[src/rtl/gemm_pkg.sv]
// Shared definitions for the GEMM output datapath: drain FSM states,
// the default word width and the beat-counter width helper.
package gemm_pkg;

    typedef enum logic [0:0] {
        IDLE   = 1'b0,
        STREAM = 1'b1
    } drain_state_t;

    localparam int GEMM_WORD_WIDTH = 32;

    function automatic int cnt_width(input int n);
        return (n <= 1) ? 1 : $clog2(n);
    endfunction

endpackage

[src/rtl/gemm_drain_reg.sv]
// Team register: clock-enabled storage with synchronous active-high reset.
module gemm_drain_reg #(
    parameter int WORD_WIDTH = 32
) (
    input  logic                  clk,
    input  logic                  reset,
    input  logic                  clk_en,
    input  logic [WORD_WIDTH-1:0] d_i,
    output logic [WORD_WIDTH-1:0] q_o
);

    logic [WORD_WIDTH-1:0] data_q;

    always_ff @(posedge clk) begin
        if (reset) begin
            data_q <= '0;
        end else if (clk_en) begin
            data_q <= d_i;
        end
    end

    assign q_o = data_q;

endmodule

[src/rtl/gemm_drain.sv]
// GEMM output stage: parallel row load, serialised onto a valid/ready word stream.
// Optional stall counter enabled by GEMM_DRAIN_STALL_CNT_EN.
module gemm_drain
    import gemm_pkg::*;
#(
    parameter int WORD_WIDTH = GEMM_WORD_WIDTH,
    parameter int NUM_WORDS  = 4
) (
    input  logic                            clk,
    input  logic                            reset,
    input  logic                            i_load,
    input  logic [WORD_WIDTH*NUM_WORDS-1:0] i_data,
    output logic                            i_ready,
    output logic                            o_tvalid,
    output logic [WORD_WIDTH-1:0]           o_tdata,
    output logic                            o_tlast,
    input  logic                            i_tready,
    output logic [31:0]                     o_stall_cycles
);

    localparam int CNT_W = cnt_width(NUM_WORDS);
    localparam logic [CNT_W-1:0] LAST_IDX = CNT_W'(NUM_WORDS - 1);

    drain_state_t state_q, state_d;
    logic [CNT_W-1:0] cnt_q, cnt_d;
    logic [WORD_WIDTH*NUM_WORDS-1:0] buf_q;
    logic [WORD_WIDTH-1:0] word_sel;
    logic streaming, is_last, beat, accept;

    assign streaming = (state_q == STREAM);
    assign is_last   = streaming && (cnt_q == LAST_IDX);
    assign beat      = streaming && i_tready;
    // Accepting on the last handshake lets the next row follow with no bubble.
    assign i_ready   = (state_q == IDLE) || (beat && is_last);
    assign accept    = i_load && i_ready;

    gemm_drain_reg #(
        .WORD_WIDTH(WORD_WIDTH * NUM_WORDS)
    ) u_buf (
        .clk   (clk),
        .reset (reset),
        .clk_en(accept),
        .d_i   (i_data),
        .q_o   (buf_q)
    );

    always_comb begin
        state_d = state_q;
        cnt_d   = cnt_q;
        if (accept) begin
            state_d = STREAM;
            cnt_d   = '0;
        end else if (beat) begin
            if (is_last) begin
                state_d = IDLE;
            end else begin
                cnt_d = cnt_q + CNT_W'(1);
            end
        end
    end

    always_ff @(posedge clk) begin
        if (reset) begin
            state_q <= IDLE;
            cnt_q   <= '0;
        end else begin
            state_q <= state_d;
            cnt_q   <= cnt_d;
        end
    end

    always_comb begin
        word_sel = '0;
        for (int unsigned k = 0; k < NUM_WORDS; k++) begin
            if (cnt_q == CNT_W'(k)) begin
                word_sel = buf_q[k*WORD_WIDTH +: WORD_WIDTH];
            end
        end
    end

    assign o_tvalid = streaming;
    assign o_tlast  = is_last;
    assign o_tdata  = streaming ? word_sel : '0;

`ifdef GEMM_DRAIN_STALL_CNT_EN
    logic [31:0] stall_q;

    always_ff @(posedge clk) begin
        if (reset) begin
            stall_q <= '0;
        end else if (o_tvalid && !i_tready && (stall_q != '1)) begin
            stall_q <= stall_q + 32'd1;
        end
    end

    assign o_stall_cycles = stall_q;
`else
    assign o_stall_cycles = '0;
`endif

endmodule

[config.mk]
export PLATFORM = sky130hd
export DESIGN_NAME = gemm_drain
export DESIGN_NICKNAME = d
export VERILOG_FILES = /design/src/rtl/gemm_pkg.sv /design/src/rtl/gemm_drain_reg.sv /design/src/rtl/gemm_drain.sv
export SDC_FILE = /design/constraint.sdc
export NUM_CORES = 1
export LEC_CHECK = 0
export ABC_CLOCK_PERIOD_IN_PS = 5200
export BUFFER_PORTS_ARGS = -buffer_cell sky130_fd_sc_hd__buf_4
export CAP_MARGIN = 20
export CORE_MARGIN = 2
export CORE_UTILIZATION = 55
export DETAILED_ROUTE_END_ITERATION = 10
export PLACE_DENSITY = 0.94
export RECOVER_POWER = 100
export SLEW_MARGIN = 20
export SYNTH_ARGS = -nofsm -noshare
export SYNTH_HDL_FRONTEND = slang
export SYNTH_HIERARCHICAL = 1
export SYNTH_SLANG_ARGS = --single-unit
[constraint.sdc]
create_clock -name clk -period 5.2 [get_ports clk]
set_input_delay 1.04 -clock clk [delete_from_list [all_inputs] [get_ports clk]]
set_output_delay 1.04 -clock clk [all_outputs]
set_load 0.02 [all_outputs]
### After elaboration in Yosys (flattened, before gate mapping)

Index checks and enable logic that the tools add are counted.

* register bits: 131
* bits in latches: 0
* memory bits (writable): 0
* bits in read-only memories: 0
* input bits: 132
* output and inout port bits: 67
* logic and storage cells: 28
* memories kept: 0

* $add $sub $neg: 1
* multiply operators: 0
* divide/modulo/power cells: 0
* magnitude comparators: 0
* equal/unequal tests: 3
* shift operators: 0
* mux-type cells: 8
* bitwise gates (word level): 2
* reductions and logical operators: 11

Operators with widths (count)
* two-way mux 32 bit: 5
* equality test 2 bit, second input constant: 2
* logical AND 1 bit: 4
* AND reduction 2 bit: 2
* nonzero test 2 bit: 2
* two-way mux 1 bit: 3
* adder 2 x 1 -> 2 bit, second input constant: 1
* equality test 2 x 1 -> 1 bit, second input constant: 1
* logical NOT 2 bit: 1
* NOT 1 bit: 2
* OR reduction 2 bit: 1
* logical OR 1 bit: 1

### Logic depth before layout (Yosys ltp)

* depth after elaboration: 7
* depth in mapped cells: 7
* mapped depth without buffers: 5

### By module

Netlist, hierarchy kept.

By module, submodules not included
* gemm_drain_reg: instances 1, cells an instance 412, area each 4652.0 µm², seq. area each 2562.5 µm²
* gemm_drain: instances 1, cells an instance 209, area each 1388.8 µm², seq. area each 60.1 µm²

### Worst setup path after synthesis

Ideal clock, no wire load.

* path type: register -> output
* start point: reg cnt_q[0]
* end point: out o_tdata[11]
* data arrival time: 1.586 ns
* data required time: 4.160 ns
* setup slack: 2.574 ns
* stages on the path, launching flop included: 8
* buffers on the path: 2
* path through: dfxtp_1 -> inv_1 -> ha_1 -> buf_2 -> inv_1 -> clkbuf_2 -> o21ai_0 -> o21ai_0

* longest elaborated chain between the ends: 6
* elaborated cells between the ends (all ways): 9
* those cells by class: 3 x eq/ne; 5 x mux; 1 x reduce/logical

Ends and longest elaborated chain
* start: declaration: line gemm_drain.sv:25 `logic [CNT_W-1:0] cnt_q, cnt_d;`
* start signal: assignment: line gemm_drain.sv:68 `cnt_q <= cnt_d;`
* logical NOT 2 bit: line gemm_drain.sv:75 `if (cnt_q == CNT_W'(k)) begin`
* two-way mux 32 bit (3 in a row): line gemm_drain.sv:75
* two-way mux 32 bit (*): line gemm_drain.sv:75
* two-way mux 32 bit (*): line gemm_drain.sv:83 `assign o_tdata = streaming ? word_sel : '0;`
* end: declaration: line gemm_drain.sv:15 `output logic [WORD_WIDTH-1:0] o_tdata,`

Mark *: on every way between the ends. The rest lies on a longest branch, timed or not.

### Worst setup path in the final report

* start point: reg cnt_q[1]
* end point: out o_tdata[31]

Same word-level chain as after synthesis.

==> flow_summary.json <==
{
  "die_h_um": 109,
  "routed_wl_um": 14800,
  "syn-instance-count": 621,
  "grt_util_all_layers_pct": 24.4,
  "grt_pass1_vias": 4656,
  "crit_path_start_kind": "flip-flop",
  "fmax_ghz": 0.234,
  "fp.dieW_um": 109,
  "syn_area_um2": 6040,
  "stdcell_count": 915,
  "maxSlewViolCount": 52,
  "period_share_pct": 82.3,
  "final_layout_size_suffix_gt1_share_pct": 26.5,
  "grt_pass1_wl_um": 22600,
  "worstSkewPairLatency_ns": 0.49,
  "yosysTopAreaCell": "dfxtp_1",
  "cts_hold_buf": 0,
  "rsz0062_at_grt": "false",
  "place_ws_ns": 2.05,
  "core_um2": 10800,
  "place_congestion": 0.793,
  "ant_nets": 0,
  "hp-class": "reg -> reg",
  "yosysUniqueCellTypes": 25,
  "hold_violations": 0,
  "cts.clk_slew.worst_paths_ns": 0.06,
  "period_minus_slack_ns": 4.28,
  "power_density_nw_per_um2": 340,
  "num_vias": 4899,
  "ys.flop_type": "dfxtp_1",
  "cts_buffers": 17,
  "fin_skew_ns": 0.0132,
  "worst_pin_slew_ns": 2.29,
  "htreeDepth": 4,
  "io_pins": 199,
  "antenna_found_initial": 0,
  "synthArstFlopShare_pct": 0,
  "ys_ff_latch": 131,
  "cap_violations": 2,
  "dr.pass1.iters": 5,
  "worst-setup-path-type": "reg -> out",
  "placedCellCount": 883,
  "syn_area_per_cell_um2": 9.73,
  "ir_drop_mv": 0.258,
  "synth_top_cell_area_share_pct": 43.4,
  "ys_warn_count": 6,
  "die_area_um2": 11800,
  "critPathArrivalTime_ns": 3.24,
  "tns_ns": 0,
  "failed_checks": "capacitance limit, slew limit",
  "nFillCells": 820,
  "cts_max_path_buffers": 2,
  "outcome": "complete, but fails checks",
  "cts_sinks": 131,
  "cts_root_buffer": "clkbuf_8",
  "yosys-top-cells-count": "dfxtp_1, nor2_1, mux2i_1",
  "multi_input_area_um2": 2790,
  "initial_core_util_pct": 56.0,
  "slowest_delay_ns": 1.28,
  "diodes": 0,
  "crit_required_ns": 4.16,
  "synth_edf_count": 0,
  "ys_seq_area_share_pct": 43.4,
  "seqCellArea_um2": 2620,
  "final_nets": 899,
  "cts_tree": "built",
  "leakagePower_uw": 0.00329,
  "drc_errors": 0,
  "cp_cell_sequence": "inv_1, ha_1, nor2b_2, a221oi_1, o21ai_0, clkbuf_1",
  "setup_viol": 0,
  "rows": 38,
  "hpwl_um": 9560,
  "postCtsSetupRepairBufs": 0,
  "crit_path_end_kind": "output pin",
  "dpl_cell_area_um2": 6930,
  "port_buffers": 166,
  "design_area_um2": 7450,
  "drt-initial-drc-count": 402,
  "grt_max_degree": 87,
  "synth_area_leaders": "dfxtp_1, mux2i_1, nor2_1",
  "synthMostInstantiatedCell": "dfxtp_1",
  "overflow": 0,
  "relSlewSlack_pct": -53.1,
  "cp_max_fo": 31,
  "syn_to_final_growth_pct": 23.3,
  "setup_ws_ns": 0.922,
  "critPathSlowestCell": "nor2b_2",
  "post_cts_resized": 0,
  "viasPerCell": 5.35,
  "avgRoutedWirePerCell_um": 16.2
}
==> final timing paths <==
check,start,endpoint,slack [ns],cells after the start
worst min register to register,u_buf/q_o[77],u_buf/q_o[77],0.49,2
worst max-delay path,cnt_q[1],o_tdata[31],0.92,6
worst max register to register,cnt_q[0],u_buf/q_o[107],1.30,6
worst min-delay path,u_buf/q_o[77],u_buf/q_o[77],0.49,2
==> sequential cells by signal, summed over array words and instances, names as in the netlist <==
| signal | count |
|---|---|
| cnt_q | 2 |
| o_tvalid | 1 |
| u_buf/q_o | 128 |
==> worst max-delay path, delay by kind of cell, from the launching register on <==
| family | cells | cell delay, ns |
|---|---|---|
| buf+inv | 2 | 0.33 |
| compound gates | 2 | 0.53 |
| flops | 1 | 0.38 |
| fa+ha+maj | 1 | 0.22 |
| simple gates | 1 | 1.28 |
==> logic make-up (layout without fill, tap and decap cells) <==
family	Yosys count	in the layout	share of synthesized area, %
AOI/OAI and AO/OA	99	99	10.8
DFF	131	131	43.4
and+or+nand+nor	172	172	11.4
muxes	129	129	21.4
adders and majority gates	4	4	0.829
buffers and inverters	85	208	12.1
other	1	32	0.0621
==> metrics by stage <==
| step | total power [µW] | hold WS (ns) | util, % |
|---|---|---|---|
| after floorplan | 1370 | 0.452 | - |
| after global placement | 1450 | 0.467 | 64.2 |
| after detailed placement | 1460 | 0.477 | 64.2 |
| after CTS | 2550 | 0.493 | 69.2 |
| after global routing | 2630 | 0.514 | 69.0 |
| final | 2530 | 0.488 | 69.0 |
==> where the power goes <==
group / total (µW) / leakage, µW / internal [µW] / switching [µW]
combinational: 341 / 0.00195 / 164 / 178
sequential: 1100 / 0.00108 / 1070 / 32.2
clock: 1090 / 0.000262 / 657 / 438
total: 2530 / 0.00329 / 1890 / 648
==> cell usage in the layout (no fill, tap or decap), types with 2 or more instances in the layout <==
cell type,netlist,routed
o21ai_0,35,62
inv_1,4,4
nand2_1,32,32
a221oi_1,27,28
a221oi_2,5,4
conb_1,1,32
nor2_1,130,130
buf_4,33,166
mux2i_1,129,129
nor2b_1,4,4
o21ai_1,30,3
ha_1,4,4
clkinvlp_4,0,4
clkbuf_16,0,16
inv_6,0,2
clkbuf_1,12,5
dfxtp_1,131,131
clkinv_2,0,4
clkbuf_8,0,3
==> metal layers <==
metal,track usage (%),up-vias,share of wire (%)
met4,8.42,0,1.2
li1,-,2358,-
met5,0,-,0
met1,30.8,2317,43
met3,7.05,16,7.6
met2,40.0,208,49
==> area by class of cell <==
type                            count  share of cell area, %
Clock buffer                       19                   5.93
Clock inverter                     12                   1.43
Inverter                            4                  0.202
Multi-Input combinational cell    436                   37.4
Sequential cell                   131                   35.2
Tap cell                          140                   2.35
Timing Repair Buffer              173                   17.4
No activity file was read; power rests on OpenSTA's default activity.
